--- src/rtl/policy_table_loader_if.sv ---
// Byte-stream input and RAM write port of the policy table loader.
interface policy_table_loader_if #(
    parameter int ADDR_W = 16,
    parameter int DATA_W = 2
);
    logic              in_valid;
    logic [7:0]        in_data;
    logic              in_ready;
    logic              mem_we;
    logic [ADDR_W-1:0] mem_addr;
    logic [DATA_W-1:0] mem_din;

    modport master (
        output in_valid,
        output in_data,
        input  in_ready,
        input  mem_we,
        input  mem_addr,
        input  mem_din
    );

    modport slave (
        input  in_valid,
        input  in_data,
        output in_ready,
        output mem_we,
        output mem_addr,
        output mem_din
    );
endinterface

--- src/rtl/policy_table_loader.sv ---
// Unpacks a byte stream of 2-bit actions into the policy RAM, address 0 upward.
// State | meaning: IDLE wait for start | LOAD accept one byte | UNPACK write lanes | DONE table complete
module policy_table_loader #(
    parameter int ADDR_W      = 16,
    parameter int DATA_W      = 2,
    parameter int TABLE_DEPTH = 59049,
    parameter int LANES       = 4
) (
    input  logic                  clk_i,
    input  logic                  rst_i,
    input  logic                  start_i,
    policy_table_loader_if.slave  bus,
    output logic                  busy_o,
    output logic                  done_o,
    output logic [7:0]            checksum_o
);
    localparam int                LW        = (LANES > 1) ? $clog2(LANES) : 1;
    localparam logic [ADDR_W-1:0] LAST_CNT  = ADDR_W'(TABLE_DEPTH);
    localparam logic [LW-1:0]     LAST_LANE = LW'(LANES - 1);

    typedef enum logic [1:0] {IDLE, LOAD, UNPACK, DONE} state_t;

    state_t            state_q;
    logic [ADDR_W-1:0] cnt_q;
    logic [LW-1:0]     lane_q;
    logic [7:0]        buf_q;
    logic [7:0]        checksum_q;
    logic              mem_we_q;
    logic [ADDR_W-1:0] mem_addr_q;
    logic [DATA_W-1:0] mem_din_q;
    logic              busy_q;
    logic              done_q;
    logic [LW-1:0]     lane_d;
    logic [DATA_W-1:0] din_d;

    always_comb begin
        lane_d = lane_q + LW'(1);
        din_d  = buf_q[DATA_W*lane_d +: DATA_W];
    end

    // Lane 0 is written straight from in_data so the first write lands the cycle after the handshake.
    always_ff @(posedge clk_i) begin
        if (rst_i) begin
            state_q    <= IDLE;
            cnt_q      <= '0;
            lane_q     <= '0;
            buf_q      <= '0;
            checksum_q <= '0;
            mem_we_q   <= 1'b0;
            mem_addr_q <= '0;
            mem_din_q  <= '0;
            busy_q     <= 1'b0;
            done_q     <= 1'b0;
        end else begin
            case (state_q)
                IDLE, DONE: begin
                    if (start_i) begin
                        state_q    <= LOAD;
                        cnt_q      <= '0;
                        lane_q     <= '0;
                        checksum_q <= '0;
                        done_q     <= 1'b0;
                        busy_q     <= 1'b1;
                    end
                end
                LOAD: begin
                    if (bus.in_valid) begin
                        buf_q      <= bus.in_data;
                        checksum_q <= checksum_q + bus.in_data;
                        lane_q     <= '0;
                        mem_we_q   <= 1'b1;
                        mem_addr_q <= cnt_q;
                        mem_din_q  <= bus.in_data[DATA_W-1:0];
                        cnt_q      <= cnt_q + ADDR_W'(1);
                        state_q    <= UNPACK;
                    end
                end
                UNPACK: begin
                    if (cnt_q == LAST_CNT) begin
                        state_q  <= DONE;
                        mem_we_q <= 1'b0;
                        busy_q   <= 1'b0;
                        done_q   <= 1'b1;
                    end else if (lane_q == LAST_LANE) begin
                        state_q  <= LOAD;
                        mem_we_q <= 1'b0;
                    end else begin
                        lane_q     <= lane_d;
                        mem_addr_q <= cnt_q;
                        mem_din_q  <= din_d;
                        cnt_q      <= cnt_q + ADDR_W'(1);
                    end
                end
                default: state_q <= IDLE;
            endcase
        end
    end

    assign bus.in_ready = (state_q == LOAD);
    assign bus.mem_we   = mem_we_q;
    assign bus.mem_addr = mem_addr_q;
    assign bus.mem_din  = mem_din_q;
    assign busy_o       = busy_q;
    assign done_o       = done_q;
    assign checksum_o   = checksum_q;
endmodule

--- src/flat_wrapper.sv ---
// flat-port wrapper written by rule: the top's interface ports become plain ports
module policy_table_loader_flat 
#(
    parameter int ADDR_W      = 16,
    parameter int DATA_W      = 2,
    parameter int TABLE_DEPTH = 59049,
    parameter int LANES       = 4
)
  (clk_i, rst_i, start_i, busy_o, done_o, checksum_o, bus_in_valid, bus_in_data, bus_in_ready, bus_mem_we, bus_mem_addr, bus_mem_din);
  policy_table_loader_if #(.ADDR_W(ADDR_W), .DATA_W(DATA_W)) bus_i ();
  input  logic clk_i;
  input  logic rst_i;
  input  logic start_i;
  output logic busy_o;
  output logic done_o;
  output logic [7:0] checksum_o;
  input wire logic [$bits(bus_i.in_valid)-1:0] bus_in_valid;
  input wire logic [$bits(bus_i.in_data)-1:0] bus_in_data;
  output wire logic [$bits(bus_i.in_ready)-1:0] bus_in_ready;
  output wire logic [$bits(bus_i.mem_we)-1:0] bus_mem_we;
  output wire logic [$bits(bus_i.mem_addr)-1:0] bus_mem_addr;
  output wire logic [$bits(bus_i.mem_din)-1:0] bus_mem_din;
  assign bus_i.in_valid = bus_in_valid;
  assign bus_i.in_data = bus_in_data;
  assign bus_in_ready = bus_i.in_ready;
  assign bus_mem_we = bus_i.mem_we;
  assign bus_mem_addr = bus_i.mem_addr;
  assign bus_mem_din = bus_i.mem_din;
  policy_table_loader #(.ADDR_W(ADDR_W), .DATA_W(DATA_W), .TABLE_DEPTH(TABLE_DEPTH), .LANES(LANES)) u_core (.clk_i(clk_i), .rst_i(rst_i), .start_i(start_i), .bus(bus_i), .busy_o(busy_o), .done_o(done_o), .checksum_o(checksum_o));
endmodule
--- config.mk ---
export PLATFORM = sky130hd
export DESIGN_NAME = policy_table_loader_flat
export DESIGN_NICKNAME = d
export VERILOG_FILES = /design/src/rtl/policy_table_loader_if.sv /design/src/rtl/policy_table_loader.sv /design/src/flat_wrapper.sv
export SDC_FILE = /design/constraint.sdc
export NUM_CORES = 1
export LEC_CHECK = 0
export CAP_MARGIN = 20
export CORE_ASPECT_RATIO = 0.75
export CORE_MARGIN = 2
export CORE_UTILIZATION = 50
export DETAILED_ROUTE_END_ITERATION = 6
export MAX_ROUTING_LAYER = met4
export PLACE_DENSITY = 0.74
export SLEW_MARGIN = 20
export SYNTH_ARGS = -nofsm -noshare
export SYNTH_HDL_FRONTEND = slang
export SYNTH_SLANG_ARGS = --single-unit
export TNS_END_PERCENT = 10
--- constraint.sdc ---
create_clock -name clk_i -period 3.05 [get_ports clk_i]
set_clock_uncertainty 0.05 [all_clocks]
set_input_delay 0.305 -clock clk_i [delete_from_list [all_inputs] [get_ports clk_i]]
set_output_delay 0.305 -clock clk_i [all_outputs]
set_load 0.01 [all_outputs]
==> metrics.md <==
| Metric | Value |
|---|---|
| Outcome | finished, final reports clean |
| HP Class | reg -> reg |
| Top post-synthesis cells by area | dfxtp_1 40%, mux2i_1 6.7%, a21oi_1 6.3% |
| Commonest cells post-synth | 57 x dfxtp_1, 46 x nor2_1, 36 x a21oi_1 |
| R2r setup slk | 0.57 ns |
| Synth Register Bits | between 50 and 60 |
| Clock slew seen by the registers of the worst setup and hold paths | around 0.060 ns |
| Share of cells above drive strength 1 | about a tenth |
| Synth Net Count | between 300 and 400 |
| Worst Tran Pin Value | 0.855 ns |
| Reg2reg start | u_core.cnt_q[0]$_SDFFE_PP0P_ |
| IO buf count | 41 |
| Ports | 42 |
| Cell taking the most area after synthesis | dfxtp_1 |
| Pin count of the biggest net entering global routing | 46 |
| Ant diodes | 0 |
| TritonCTS Buffers | 9 |
| Worst setup SP type | register |
| Antenna violations before repair | 0 |
| Root Buffer | clkbuf_8 |
| H-tree depth | 3 |
| Initial Utilization | a little over half |
| Slew margin rel. | 43.0% |
| First-pass DRT Iterations | 4 |
| Total number of vias | 2469 |
| Dpl ws | about 0.44 ns |
| Area of the mapped netlist | 0.00286 mm² |
| Asr flop ratio synth | 0% |
| GP Congestion | roughly 0.89 |
| Yosys top cell area share | approximately 40% |
| Worst-path maximum fanout | 19 |
| NetSw | ~0.0007 W |
| Final ANT Viol Nets | 0 |
| Num Clock Sinks | between 50 and 60 |
| Routed WL | ~6.3 mm |
| Die area | approximately 0.0063 mm² |
| Setup TNS | 0 ns |
| Slew Viols, Final | 0 |
| Placed instance count | about 430 |
| GRT Total Usage | about a fifth |
| Top-count cell post-synth | dfxtp_1 |
| Net Sw Frac | 31.4% |
| Main synth FF type | dfxtp_1 |
| CTS Buffer Depth | 2 |
| Nets | 387 |
| DP Wirelength | between 4 and 5 mm |
| Final hold violations | 0 |
| Crit path DAT | 2.61 ns |
| P_int | between 0.0015 and 0.002 W |
| Routed len/inst | ~14 µm |
| Static Leak | between 1 and 1.5 nW |
| Average cell area after synthesis | 8.85 µm² |
| Cells on worst reg2reg path | 7 |
| FMAX | ~0.40 GHz |
| CTS resizes | 0 |
| Non-Filler Instances | between 400 and 500 |
| Yosys cell types | between 50 and 60 |
| P&R area growth vs syn | 22.6% |
| Final Cell Area | between 0.003 and 0.004 mm² |
| Die H | ~70 µm |
| # hold bufs at CTS | 0 |
| Critical-path cell list | ha_1 -> or3b_2 -> o41a_4 -> o21ai_4 -> nor3_1 -> a21oi_1 -> nor2_1 |
| Cells after Synth | 323 |
| Die Wd | approximately 90 µm |
| Total Power | roughly 0.0022 W |
| Kind of critical path | reg -> reg |
| Number of max-cap violations | 0 |
| Reg power frac | 37.6% |
| Fin crit period | 2.48 ns |
| Number of DRC markers in iteration 0 | 160 |
| Sequential element share of the synthesized area | between 30 and 40% |
| Fillers | between 400 and 500 |
| Final setup fails | 0 |
| Crit path required time | around 3.2 ns |
| Row cnt | 23 |
| Clk_lat worst skew | roughly 0.34 ns |
| Critical Path Sink Type | register |
| Number of global-route vias before repair | about 2200 |
| Unrepaired setup endpoints after global routing | no |
| Number of synthesized flops with an enable pin | 0 |
| Max IR drop VDD | ~0.00044 V |
| Total core area | ~0.0054 mm² |
| DR DRC count | 0 |
| Via/cell ratio | roughly 5.6 |
| Global route overflow | 0 |
| Placed Instance Area | ~0.0033 mm² |
| Final worst-path cycle share | 81.2% |
| Post-CTS setup buffer count | 0 |
| Critical path's slowest cell | dfxtp_1 |
| Worst R2R End | u_core.cnt_q[1]$_SDFFE_PP0P_ |
| Crit path capture | u_core.cnt_q[1]$_SDFFE_PP0P_ |
| TritonCTS clock tree | built |
| Global-route wire length before repair | ~11 mm |
| Clk pwr share | between 30% and 40% |
| Setup crit start | u_core.cnt_q[0]$_SDFFE_PP0P_ |
| Yosys warning total | 0 |
| Pwr Density | roughly 640 mW/mm² |
| Comb power frac | between 20 and 30% |
| Slowest stage delay, CP | about 0.48 ns |
| Setup WS post-layout | about 0.57 ns |
[worst max-delay path: cells and delay by family (launching register included)]
kind,cells,cell delay (ns)
simple gates,3,0.60
compound gates,3,0.99
flops,1,0.48
fa+ha+maj,1,0.20
[stage by stage]
step                      hold slack [ns]  util (%)
after floorplan                     0.383         -
after global placement              0.393      60.6
after detailed placement            0.398      60.6
after CTS                           0.407      64.4
after global routing                0.423      64.4
final                               0.409      64.4
[sequential cells by signal, summed over array words and instances (netlist names)]
signal	flops
u_core.bus.mem_addr	16
u_core.cnt_q	16
u_core.buf_q	8
u_core.checksum_o	8
u_core.bus.mem_din	2
u_core.lane_q	2
u_core.state_q	2
u_core.bus.mem_we	1
u_core.busy_o	1
u_core.done_o	1
[layer usage]
layer,global-route usage (%),wire length [µm],vias to the layer above
met2,27.7,2600,87
met5,-,0,-
li1,-,-,1237
met3,8.48,457,3
met4,5.05,31,0
met1,30.8,3200,1142
[power by group through the flow]
stage	clock (W)	sequential [W]	combinational, W
final	0.000758	0.000839	0.000636
after detailed placement	0	0.000853	0.000630
after global placement	0	0.000851	0.000623
after global routing	0.000817	0.000844	0.000696
after floorplan	0	0.000856	0.000464
after CTS	0.000770	0.000838	0.000634
[cell type report]
| class | count | area [µm²] | area share [%] |
|---|---|---|---|
| Clock buffer | 12 | 145 | 4.14 |
| Clock inverter | 3 | 65.1 | 1.86 |
| Inverter | 8 | 30.0 | 0.857 |
| Multi-Input combinational cell | 240 | 1590 | 45.5 |
| Sequential cell | 57 | 1140 | 32.6 |
| Tap cell | 75 | 93.8 | 2.68 |
| Timing Repair Buffer | 45 | 435 | 12.4 |
[cell usage in the layout (no fill, tap or decap), drive strengths merged, types with 3 or more instances in the layout]
cell           instances
a41oi                  3
a21oi                 36
nor3                  12
a22oi                  4
nor2                  47
clkbuf                12
nand4                  5
nand2                 26
and2                   4
a211oi                 3
clkdlybuf4s50         40
buf                    5
nor2b                  3
o21ai                 15
ha                    13
mux2i                 19
dfxtp                 57
or4                    3
nand3                  5
xor2                   3
or3                    7
inv                    8
[cells by family (layout without fill, tap and decap cells)]
family                   after synthesis  count (layout)  synth area share [%]
multiplexers                          21              21                  8.23
flip-flops                            57              57                  39.9
adder cells (fa/ha/maj)               14              14                  6.39
XOR/XNOR                               5               5                  1.53
buffers and inverters                 26              68                  4.47
AND/OR/NAND/NOR                      122             122                  21.5
AO/OA/AOI/OAI                         78              78                  17.9
[worst min-delay path by stage]
stage / startpoint / end / slack, ns / cells past startpoint
after CTS: u_core.buf_q[2]$_SDFFE_PP0P_ / u_core.buf_q[2]$_SDFFE_PP0P_ / 0.41 / 2
after global routing: u_core.buf_q[2]$_SDFFE_PP0P_ / u_core.buf_q[2]$_SDFFE_PP0P_ / 0.42 / 2
after detailed placement: u_core.buf_q[2]$_SDFFE_PP0P_ / u_core.buf_q[2]$_SDFFE_PP0P_ / 0.40 / 2
final: u_core.buf_q[2]$_SDFFE_PP0P_ / u_core.buf_q[2]$_SDFFE_PP0P_ / 0.41 / 2
after global placement: u_core.buf_q[2]$_SDFFE_PP0P_ / u_core.buf_q[2]$_SDFFE_PP0P_ / 0.39 / 2
after floorplan: u_core.buf_q[0]$_SDFFE_PP0P_ / u_core.buf_q[0]$_SDFFE_PP0P_ / 0.38 / 2
No activity file was read; power rests on OpenSTA's default activity.
